`src/rtl/parity4_rx_v.sv`:
```
// Nibble parity-link receiver: deserialises start + 4 data + parity + stop frames
// from an asynchronous line and reports the nibble with parity and framing errors.
module parity4_rx_v #(
    parameter int CLKS_PER_BIT = 8,
    parameter bit ODD_PARITY   = 1'b0
) (
    input  logic       i_clk,
    input  logic       i_rst_n,
    input  logic       i_rx,
    output logic [3:0] o_data,
    output logic       o_valid,
    output logic       o_parity_err,
    output logic       o_frame_err,
    output logic       o_busy
);

    localparam int               CNT_W    = $clog2(CLKS_PER_BIT);
    localparam logic [CNT_W-1:0] FULL_CNT = CNT_W'(CLKS_PER_BIT - 1);
    localparam logic [CNT_W-1:0] HALF_CNT = CNT_W'(CLKS_PER_BIT / 2 - 1);

    typedef enum logic [2:0] {
        IDLE,
        START,
        DATA,
        PARITY,
        STOP,
        WAIT_IDLE
    } state_t;

    state_t           state, state_next;
    logic             rx_meta, rx_s, rx_prev;
    logic [CNT_W-1:0] cnt;
    logic [1:0]       bit_idx;
    logic [3:0]       shift_reg;
    logic             par_err;
    logic             cnt_clr, shift_en, par_load, out_load;

    // Line idles high, so the synchroniser resets to 1 to avoid a fake start edge.
    always_ff @(posedge i_clk or negedge i_rst_n) begin
        if (!i_rst_n) begin
            rx_meta <= 1'b1;
            rx_s    <= 1'b1;
            rx_prev <= 1'b1;
        end else begin
            // NOTE: non-blocking assignments make every flop sample the pre-edge value, forming a true shift chain.
            rx_meta <= i_rx;
            rx_s    <= rx_meta;
            rx_prev <= rx_s;
        end
    end

    always_ff @(posedge i_clk or negedge i_rst_n) begin
        if (!i_rst_n) state <= IDLE;
        else          state <= state_next;
    end

    always_comb begin
        // NOTE: every output of this block gets a default first, so no path can infer a latch.
        state_next = state;
        cnt_clr    = 1'b0;
        shift_en   = 1'b0;
        par_load   = 1'b0;
        out_load   = 1'b0;
        unique case (state)
            IDLE: begin
                cnt_clr = 1'b1;
                if (rx_prev && !rx_s) state_next = START;
            end
            START: begin
                if (cnt == HALF_CNT) begin
                    cnt_clr    = 1'b1;
                    state_next = rx_s ? IDLE : DATA;
                end
            end
            DATA: begin
                if (cnt == FULL_CNT) begin
                    cnt_clr  = 1'b1;
                    shift_en = 1'b1;
                    if (bit_idx == 2'd3) state_next = PARITY;
                end
            end
            PARITY: begin
                if (cnt == FULL_CNT) begin
                    cnt_clr    = 1'b1;
                    par_load   = 1'b1;
                    state_next = STOP;
                end
            end
            STOP: begin
                if (cnt == FULL_CNT) begin
                    cnt_clr    = 1'b1;
                    out_load   = 1'b1;
                    state_next = rx_s ? IDLE : WAIT_IDLE;
                end
            end
            WAIT_IDLE: begin
                cnt_clr = 1'b1;
                if (rx_s) state_next = IDLE;
            end
            default: state_next = IDLE;
        endcase
    end

    // Bit timing and shift register; bit_idx restarts whenever the receiver is idle.
    always_ff @(posedge i_clk or negedge i_rst_n) begin
        if (!i_rst_n) begin
            cnt       <= '0;
            bit_idx   <= '0;
            shift_reg <= '0;
            par_err   <= 1'b0;
        end else begin
            cnt <= cnt_clr ? '0 : cnt + 1'b1;
            if (state == IDLE)  bit_idx <= '0;
            else if (shift_en)  bit_idx <= bit_idx + 1'b1;
            if (shift_en)       shift_reg <= {rx_s, shift_reg[3:1]};
            if (par_load)       par_err <= rx_s ^ (^shift_reg) ^ ODD_PARITY;
        end
    end

    // Result registers hold until the next completed frame; false starts leave them alone.
    always_ff @(posedge i_clk or negedge i_rst_n) begin
        if (!i_rst_n) begin
            o_data       <= '0;
            o_valid      <= 1'b0;
            o_parity_err <= 1'b0;
            o_frame_err  <= 1'b0;
        end else begin
            o_valid <= out_load;
            if (out_load) begin
                o_data       <= shift_reg;
                o_parity_err <= par_err;
                o_frame_err  <= ~rx_s;
            end
        end
    end

    assign o_busy = (state != IDLE);

endmodule

```
`config.mk`:
```
export PLATFORM = sky130hd
export DESIGN_NAME = parity4_rx_v
export DESIGN_NICKNAME = d
export VERILOG_FILES = /design/src/rtl/parity4_rx_v.sv
export SDC_FILE = /design/constraint.sdc
export NUM_CORES = 1
export LEC_CHECK = 0
export BUFFER_PORTS_ARGS = -buffer_cell sky130_fd_sc_hd__buf_2
export CORE_MARGIN = 1.5
export CORE_UTILIZATION = 50
export DETAILED_ROUTE_END_ITERATION = 16
export PLACE_DENSITY = 0.8
export SLEW_MARGIN = 20
export SYNTH_ARGS = -nofsm -noshare
export SYNTH_HDL_FRONTEND = slang
export SYNTH_SLANG_ARGS = --single-unit
```
`constraint.sdc`:
```
create_clock -name i_clk -period 1.9 [get_ports i_clk]
set_clock_uncertainty 0.15 [all_clocks]
set_input_delay 0.19 -clock i_clk [delete_from_list [all_inputs] [get_ports i_clk]]
set_output_delay 0.19 -clock i_clk [all_outputs]
set_load 0.005 [all_outputs]
```
==> results.yml <==
grt:
  grt_pass1_wl_um: 2566
  antenna_found_initial: 0
  grt_max_degree: 24
  globalRouteOverflowTotal: 0
  grt_use_total_pct: 13.55
  grt_pass1_vias: 600
sta:
  fmax_mhz: 552.0
  min_period_ps: 1812
  hold-worst-slack_ps: 214.3
  period_share_pct: 95.35
  worst_slew_pin_slew_ps: 495.8
  hold_violations: 0
  rsz0062_at_grt: "no"
  fin_tns_setup_ps: 0
  setup_viol: 0
  slew_headroom_pct: 66.95
  maxSlewViolCount: 0
final_layout:
  antennaDiodeCount: 0
  drive_gt1_share_pct: 38.95
  area_delta_synth_final_pct: 12.85
  finish.instance_area_um2: 1197
  layout.nets: 103
yosys:
  synth-compound-area-share_pct: 5.189
  synthTopCellsByArea: "dfrtp_1, mux2_2, dfstp_2"
  synth_edf_count: 0
  synth_top_family_by_area: "multiplexers"
  netlist_instances: 80
  synthAdderAreaFrac_pct: 4.717
  synth_seq_cells: 23
  syn_avg_cell_area_um2: 13.26
  yosysSeqAreaShare_pct: 54.60
  synth_ff_type: "dfrtp_1"
  synth_area_um2: 1061
  synth_top_area_share_pct: 47.17
  yosysWarnings: 0
  muxShareOfSynthArea_pct: 12.50
  synth_top_area_cell: "dfrtp_1"
  synth_xor_xnor_area_share_pct: 4.599
  synth_cell_type_count: 30
  yosys.area_share.simple_pct: 12.50
  async_flop_share_pct: 100.0
  syn_nets: 87
placed_design:
  dpl.hpwl_um: 1096
  gp_congestion: 0.7239
  dpl_cell_area_um2: 1116
  io_buffers: 10
setup_path:
  cp_max_fo: 7
  cp.arrival_ps: 1860
  cp.required_ps: 1950
  crit_type: "reg -> reg"
  path_buf_inv: 0
  crit_slowest_cell: "dfrtp_1"
  critical_path.top_delay_family: "simple AND/OR/NAND/NOR gates"
  cpPeakStageDelay_ps: 380
  crit_chain: "ha_2, ha_4, nand2_2, nor3_4, mux2_2"
  crit_path_end_kind: "flop"
  worstSetupStartpointType: "flop"
power:
  p_per_area_nw_per_um2: 973.9
  irDropWorstVdd_mv: 0.6709
  comb_power_share_pct: 25.2
  clockPowerShare_pct: 19.2
  power_frac_seq_pct: 55.6
  leakagePower_nw: 0.5771
  intPower_mw: 0.7886
  swShare_pct: 32.37
  switchingPower_mw: 0.3775
clocking:
  clk_latency_ps: 300
  h-tree-depth: 1
  cts-root-buf: "clkbuf_4"
  cts.sinks: 23
  clk_path_buf_depth: 2
  tritoncts: "built"
  path_clk_slew_ps: 130
  cts-buffers-inserted: 3
route:
  avgViaCountPerCell: 4.934
  route.detailed.drc: 0
  vias: 602
  dr.pass1.iters: 4
  postRouteWirelength_um: 1566
  detail_route.wl_per_cell_um: 12.84
  ant_nets: 0
  drtIter0Drc: 3
status:
  status: "completed"
die:
  pin_count: 11
  die_h_um: 49.07
  dieWidth_um: 49.07
  start_util_pct: 53.54
  die_area_um2: 2407
  rows: 16
  core_um2: 1982
hold_path:
  hold_class: "reg -> reg"
job:
  cap_viol_max_count: 0
-- synth_stat cells, types with 2 or more instances --
cell	count
nor2_1	7
dfrtp_1	20
dfstp_2	3
nor2b_1	2
buf_4	2
nand2_1	3
xnor2_1	3
buf_6	2
ha_1	4
inv_1	3
o21ai_0	2
mux2_2	10
mux2i_1	2
-- power by group through the flow --
| stage | logic, mW | clock network [mW] | registers [mW] |
|---|---|---|---|
| CTS | 0.274 | 0.227 | 0.639 |
| finish | 0.294 | 0.224 | 0.649 |
| global route | 0.333 | 0.240 | 0.661 |
| detailed placement | 0.269 | 0 | 0.649 |
| floorplan | 0.273 | 0 | 0.596 |
| global placement | 0.260 | 0 | 0.643 |
-- cell type report --
class / count / area [um2]
fill: 146 / 784.5
inverter: 3 / 11.26
multi-input combinational: 49 / 445.4
clock inverter: 1 / 5.005
clock buffer: 3 / 22.52
tap: 27 / 33.78
sequential: 23 / 579.3
timing repair buffer: 16 / 100.1
-- timing repair --
action | CTS | global route
endpoints found under the setup margin | 0 | 13
buffers inserted | 0 | 1
gates resized for setup | 0 | 5
endpoints found under the hold margin | 21 | 0
hold buffers | 2 | 0
-- per-stage QoR --
| stage | power, mW | util (%) | cells | worst slack, ps |
|---|---|---|---|---|
| after CTS | 1.139 | 58.71 | 121 | 29.58 |
| final | 1.166 | 60.42 | 122 | 88.31 |
| after detailed placement | 0.9181 | 56.31 | 115 | 61.57 |
| after floorplan | 0.8694 | - | 80 | 167.9 |
| after global routing | 1.235 | 60.42 | 122 | 3.595 |
| after global placement | 0.9029 | 56.31 | 115 | 133.1 |
-- worst reg2reg max path, cell delays in order, from the launching register on --
cell and delay (ps):
dfrtp_1 380, ha_2 210, ha_4 160, nand2_2 70
nor3_4 350, mux2_2 380
-- logic make-up after synthesis --
| group | Yosys count |
|---|---|
| fa+ha+maj | 4 |
| buf+inv | 8 |
| simple gates | 21 |
| compound gates | 8 |
| mux | 12 |
| flops | 23 |
| xor+xnor | 4 |
-- final timing paths --
path                                    from                        to  slack, ps  cells after the start
setup / recovery            cnt[0]$_DFF_PN0_  o_parity_err$_DFFE_PN0P_         90                      5
hold / removal             rx_meta$_DFF_PN1_            rx_s$_DFF_PN1_        210                      0
setup reg to reg            cnt[0]$_DFF_PN0_  o_parity_err$_DFFE_PN0P_         90                      5
hold reg to reg            rx_meta$_DFF_PN1_            rx_s$_DFF_PN1_        210                      0
max in group asynchronous            i_rst_n         rx_meta$_DFF_PN1_       1030                      2
min in group asynchronous            i_rst_n   o_frame_err$_DFFE_PN0P_        220                      2
-- placed cells by master, fill, tap and decap left out, types with 2 or more instances in the layout --
cell type and count:
buf_2 10, buf_4 4, clkbuf_4 3, dfrtp_1 20, dfstp_2 3, dlygate4sd3_1 2
ha_1 2, inv_1 3, mux2_2 10, mux2i_1 2, nand2_1 3, nor2_1 7
nor2b_1 2, o21ai_0 2, xnor2_1 3
-- per-layer routing --
metal | track usage [%] | vias to the layer above | part of all wire [%]
met2 | 23.42 | 4 | 50
met3 | 1.840 | 0 | 2.0
li1 | - | 310 | -
met1 | 18.22 | 288 | 48
met5 | 0 | - | 0
met4 | 2.857 | 0 | 0
(Power assumes the default switching activity.)
